### src/rtl/alu.sv
// RV32I execute-stage ALU: operand select, arithmetic/logic/shift/compare,
// with a one-cycle registered result and branch-taken flag.
`ifndef ALU_ADD
`define ALU_ADD  6'd8
`define ALU_SUB  6'd9
`define ALU_SLT  6'd10
`define ALU_SLTU 6'd11
`define ALU_XOR  6'd12
`define ALU_OR   6'd13
`define ALU_AND  6'd14
`define ALU_SLL  6'd15
`define ALU_SRL  6'd16
`define ALU_SRA  6'd17
`define ALU_LUI  6'd18
`define ALU_JAL  6'd19
`define ALU_JALR 6'd20
`define ALU_BEQ  6'd21
`define ALU_BNE  6'd22
`define ALU_BLT  6'd23
`define ALU_BGE  6'd24
`define ALU_BLTU 6'd25
`define ALU_BGEU 6'd26
`endif

module alu (
    input  logic        clk,
    input  logic        rst_n,
    input  logic [5:0]  alucode,
    input  logic [31:0] r1,
    input  logic [31:0] r2,
    input  logic [31:0] imm,
    input  logic [31:0] pc,
    input  logic        using_r2,
    input  logic        using_pc,
    output logic [31:0] alu_result,
    output logic        br
);

    logic [31:0] op_a;
    logic [31:0] op_b;
    logic [4:0]  shamt;
    logic [31:0] result_d, result_q;
    logic        br_d, br_q;

    always_comb begin
        op_a     = using_pc ? pc : r1;
        op_b     = using_r2 ? r2 : imm;
        shamt    = op_b[4:0];
        result_d = '0;
        br_d     = 1'b0;
        case (alucode)
            `ALU_ADD:  result_d = op_a + op_b;
            `ALU_SUB:  result_d = op_a - op_b;
            `ALU_SLT:  result_d = {31'd0, $signed(op_a) < $signed(op_b)};
            `ALU_SLTU: result_d = {31'd0, op_a < op_b};
            `ALU_XOR:  result_d = op_a ^ op_b;
            `ALU_OR:   result_d = op_a | op_b;
            `ALU_AND:  result_d = op_a & op_b;
            `ALU_SLL:  result_d = op_a << shamt;
            `ALU_SRL:  result_d = op_a >> shamt;
            `ALU_SRA:  result_d = $unsigned($signed(op_a) >>> shamt);
            `ALU_LUI:  result_d = op_b;
            `ALU_JAL, `ALU_JALR: begin
                result_d = pc + 32'd4;
                br_d     = 1'b1;
            end
            `ALU_BEQ:  br_d = (op_a == op_b);
            `ALU_BNE:  br_d = (op_a != op_b);
            `ALU_BLT:  br_d = ($signed(op_a) < $signed(op_b));
            `ALU_BGE:  br_d = ($signed(op_a) >= $signed(op_b));
            `ALU_BLTU: br_d = (op_a < op_b);
            `ALU_BGEU: br_d = (op_a >= op_b);
            default: begin
                result_d = '0;
                br_d     = 1'b0;
            end
        endcase
    end

    always_ff @(posedge clk or negedge rst_n) begin
        if (!rst_n) begin
            result_q <= '0;
            br_q     <= 1'b0;
        end else begin
            result_q <= result_d;
            br_q     <= br_d;
        end
    end

    assign alu_result = result_q;
    assign br         = br_q;

endmodule

### config.mk
export PLATFORM = sky130hd
export DESIGN_NAME = alu
export DESIGN_NICKNAME = d
export VERILOG_FILES = /design/src/rtl/alu.sv
export SDC_FILE = /design/constraint.sdc
export NUM_CORES = 1
export LEC_CHECK = 0
export CORE_MARGIN = 1
export CORE_UTILIZATION = 55
export CTS_BUF_LIST = sky130_fd_sc_hd__clkbuf_8 sky130_fd_sc_hd__clkbuf_16
export CTS_CLUSTER_SIZE = 25
export DETAILED_ROUTE_END_ITERATION = 6
export GPL_TIMING_DRIVEN = 0
export PLACE_DENSITY = 0.8
export SKIP_CTS_REPAIR_TIMING = 1
export SLEW_MARGIN = 20
export SYNTH_ARGS = -nofsm -noshare
export SYNTH_HDL_FRONTEND = slang
export SYNTH_SLANG_ARGS = --single-unit
### constraint.sdc
create_clock -name clk -period 1.2 [get_ports clk]
set_input_delay 0.36 -clock clk [delete_from_list [all_inputs] [get_ports clk]]
set_output_delay 0.36 -clock clk [all_outputs]
set_load 0.01 [all_outputs]
==> results.py, run 1 <==
metrics = {
    "outcome": {
        "outcome": "stopped before the end",
        "failing_step": "global routing (5_1_grt)",
        "error": "[ERROR GRT-0232] Routing congestion too high. Check the congestion heatmap in the GUI.",
    },
    "yosys": {
        "synth.yosys.warnings": 0,
        "dominant_combinational_cell_family_by_area_after_synthesis": "compound AO/OA/AOI/OAI gates",
        "synth_common_cells": "nor2_1 (188), a21oi_1 (161), nand2_1 (153)",
        "synth_mux_area_share_pct": 15.9,
        "synth-adder-area-share_pct": 11.2,
        "synth_simple_gate_area_share_pct": 20.8,
        "mappedNetlistNets": 1929,
        "yosys_most_used_dff": "dfrtp_1",
        "synth_top_area_share_pct": 10.8,
        "synth.yosys.seq_area_share_pct": 7.07,
        "synth_xor_xnor_area_share_pct": 2.77,
        "synth.avg_cell_area_sq_um": 6.92,
        "synth_compound_gate_area_share_pct": 33.9,
        "async_set_or_reset_flop_fraction_in_the_synthesized_netlist_pct": 100,
        "synth_seq_cells": 33,
        "synthTopCellsByArea": "ha_1 (11%), mux2i_1 (10%), dfrtp_1 (7.1%)",
        "synth_top_area_cell": "ha_1",
        "synthDistinctLibCells": 88,
        "synthesis.area_sq_um": 11700,
        "synth-edff-count": 0,
        "syn-instance-count": 1688,
        "synthMostInstantiatedCell": "nor2_1",
    },
    "grt": {
        "largest_net_degree_at_the_start_of_global_routing": 23,
        "globalRouteTotalUtil_pct": 78.9,
        "globalRoute.totalOverflow": 11,
    },
    "clock_network": {
        "cts_sinks": 33,
        "cts_inserted_buffers": 5,
        "cts_htree_levels": 2,
        "clockBufferDepth": 2,
        "cts.root.buffer_cell": "clkbuf_16",
    },
    "timing": {
        "timing.repair.worst_endpoint_type": "register input",
        "grt_worst_setup_endpoint": "alu_result[26]$_DFF_PN0_/D",
    },
    "floorplan": {
        "chipWidth_um": 148,
        "rows": 52,
        "start_util_pct": 56.8,
        "die-height_um": 148,
        "num_io_pins": 171,
    },
    "placed_design": {
        "place.gp.congestion": 1.26,
        "dp.cells": 2127,
        "dp_hpwl_mm": 52.1,
        "port-buffer-count": 168,
    },
}
metal layers:
layer,track usage [%],overflow
met1,79.6,0
met2,93.3,6
met3,66.5,0
met4,76.2,5
met5,35.9,0
cells by family after synthesis:
| family | after synthesis |
|---|---|
| adders and majority gates | 103 |
| and+or+nand+nor | 531 |
| AOI/OAI and AO/OA | 593 |
| DFF | 33 |
| muxes | 167 |
| buffers and inverters | 224 |
| xor gates and xnor gates | 37 |
metrics by stage:
step                worst slack, ps  instance area (sq um)  hold slack [ps]
CTS                           -3300                  14300            -11.0
detailed placement            -3630                  14100              313
global placement              -3580                  14100             1160
floorplan                     -2390                  12000             64.4
==> run 2: changes to the inputs <==
CORE_UTILIZATION = 40   (was 55)
CTS_BUF_LIST = not set   (was sky130_fd_sc_hd__clkbuf_8 sky130_fd_sc_hd__clkbuf_16)
CTS_CLUSTER_SIZE = not set   (was 25)
PLACE_DENSITY = not set   (was 0.8)
PLACE_DENSITY_LB_ADDON = 0.15   (was not set)
==> run 2 against run 1 <==
Net effect: the flow now finishes, with violations (negative hold slack, negative setup slack); synthesized cell count unchanged; area after synthesis unchanged.
==> results.py, run 2 <==
metrics = {
    "yosys": {
        "synthesis.area_sq_um": 11700,
        "yosys_most_used_dff": "dfrtp_1",
        "synth.yosys.warnings": 0,
        "synth_top_area_share_pct": 10.8,
        "synth_seq_cells": 33,
        "mappedNetlistNets": 1929,
        "synth_common_cells": "nor2_1 (188), a21oi_1 (161), nand2_1 (153)",
        "syn-instance-count": 1688,
        "synth-edff-count": 0,
        "synth.avg_cell_area_sq_um": 6.92,
        "synthMostInstantiatedCell": "nor2_1",
        "synthDistinctLibCells": 88,
        "synth.yosys.seq_area_share_pct": 7.07,
        "async_set_or_reset_flop_fraction_in_the_synthesized_netlist_pct": 100,
        "synth_top_area_cell": "ha_1",
        "synthTopCellsByArea": "ha_1 (11%), mux2i_1 (10%), dfrtp_1 (7.1%)",
    },
    "outcome": {
        "violations": "negative hold slack, negative setup slack",
        "outcome": "finished with violations",
    },
    "cells_and_area": {
        "finish.net_count": 2240,
        "commonest_non_fill_non_tap_cell_in_the_layout": "nor2_1",
        "post_layout_nonfiller_instances": 2385,
        "largest_register_ff_count": 32,
        "layout-drive-gt1-share_pct": 28.5,
        "layout_common_cells": "nor2_1 (169), nand2_1 (147), a21oi_1 (145)",
        "layout-area-overhead-vs-synth_pct": 48.2,
    },
    "placed_design": {
        "dp.cells": 2241,
        "port-buffer-count": 168,
        "detailedPlace.worstSlack_ps": -3920,
        "place.gp.congestion": 1.13,
        "dp_hpwl_mm": 59.9,
    },
    "grt": {
        "globalRouteTotalUtil_pct": 48.7,
        "largest_net_degree_at_the_start_of_global_routing": 21,
        "grt_pass1_vias": 14760,
        "grt_first_pass_wirelength_mm": 106,
        "globalRoute.totalOverflow": 0,
        "antenna_found_initial": 2,
    },
    "routing": {
        "routed_wire_length_per_instance_um": 32.9,
        "ant_nets": 0,
        "drc_errors": 0,
        "post_drt_via_cell_ratio": 7.09,
        "route.vias.total": 16916,
        "route.final.wire_length_mm": 78.3,
        "drt_iter0_drc": 2689,
        "drtPass1Iterations": 7,
    },
    "timing": {
        "worst_slew_pin_slew_ps": 1180,
        "final-hold-violation-count": 4,
        "rsz0062_at_grt": "true",
        "final.period_utilization_pct": 315,
        "timing.fmax_ghz": 0.265,
        "hold_ws_ps": -10.9,
        "timing.final.crit_period_ps": 3780,
        "final-max-slew-violation-count": 0,
        "timing.final.ws_setup_ps": -2580,
        "finalSetupViolCount": 36,
        "slew_headroom_pct": 20.8,
    },
    "worst_setup_path": {
        "critical_path_required_ps": 1330,
        "critPathCaptureType": "flip-flop",
        "crit_start_category": "input port",
        "critical_path_arrival_ps": 3900,
        "worst_path_class_setup": "input port to flip-flop",
        "crit_path_max_fanout": 7,
    },
    "floorplan": {
        "chipWidth_um": 173,
        "dieArea_sq_um": 29900,
        "die-height_um": 173,
        "rows": 62,
        "start_util_pct": 40.7,
        "core_area_sq_um": 28700,
        "num_io_pins": 171,
    },
    "clock_network": {
        "cts_sinks": 33,
        "clk_transition_reported_paths_ps": 100,
        "cts_inserted_buffers": 5,
        "cts_tree": "done",
        "cts_htree_levels": 2,
        "cts.root.buffer_cell": "clkbuf_16",
        "clockBufferDepth": 2,
    },
    "power_and_ir_drop": {
        "ir_drop_uv": 806,
        "finalPower_mw": 14.2,
        "power_density_over_the_cells_nw_per_um2": 822,
        "power.static_leakage_nw": 7.35,
    },
    "worst_hold_path": {
        "hold_path.class": "input port to asynchronous set/reset pin",
    },
    "job": {
        "drv_cap": 0,
    },
}
## run 2: area by class of cell
cell class	instances	area, sq um
Antenna cell	1	2.50
Clock buffer	5	125
Multi-Input combinational cell	1431	11400
Sequential cell	33	826
Inverter	90	374
Fill cell	2641	11400
Timing Repair Buffer	312	2830
Clock inverter	3	68.8
Buffer	126	1210
Tap cell	384	480
## run 2: metal layers
layer  vias to the layer above  wire (um)  track usage, %
met5                         -         14               0
met4                         2       6320            32.5
met3                       400      11700            15.0
met2                      1687      31200            68.9
met1                      7903      29100            63.1
li1                       6924          -               -
## run 2: cell families (layout without fill, tap and decap cells)
group                    after synthesis  in the layout  share of synthesized area (%)
other                                  0              1                              0
AO/OA/AOI/OAI                        593            593                           33.9
flip-flops                            33             33                           7.07
buffers and inverters                224            536                           8.42
XOR/XNOR                              37             37                           2.77
AND/OR/NAND/NOR                      531            531                           20.8
multiplexers                         167            167                           15.9
adder cells (fa/ha/maj)              103            103                           11.2
## run 2: stage by stage
stage          hold slack (ps)  area [sq um]  utilization [%]  TNS (ps)
6_report                 -10.9         17300             60.3    -72440
2_1_floorplan             64.4         12000                -    -64440
3_5_place_dp               347         14200             49.5   -108340
4_1_cts                  -8.74         14400             50.2   -109180
5_1_grt                   8.73         17300             60.3    -72470
3_3_place_gp              1160         14200             49.5   -153320
## run 2: worst max-delay path: stages
cell and delay (ps):
buf_12 110, mux2i_4 440, inv_4 120, buf_12 160
buf_12 120, buf_12 130, ha_4 160, inv_2 50
fa_2 220, nor3b_4 250, nor3_4 90, o31ai_4 310
buf_4 190, a31oi_4 90, o31ai_2 270, nor2_2 80
o32ai_4 410, nand4_1 310
## run 2: worst paths after layout
kind / from / endpoint / slack [ps] / cells past startpoint
max: using_r2 / alu_result[12] / -2580 / 18
min: rst_n / alu_result[12] / -10 / 1
max in group asynchronous: rst_n / alu_result[4] / 680 / 2
min in group clk: pc[2] / alu_result[2] / 600 / 2
## run 2: power by group
| part | switching [mW] | internal (mW) | total [mW] |
|---|---|---|---|
| logic | 6.66 | 4.23 | 10.9 |
| clock network | 0.819 | 1.21 | 2.03 |
| registers | 0.0522 | 1.27 | 1.32 |
| total | 7.53 | 6.71 | 14.2 |
No activity file was read; power rests on OpenSTA's default activity.
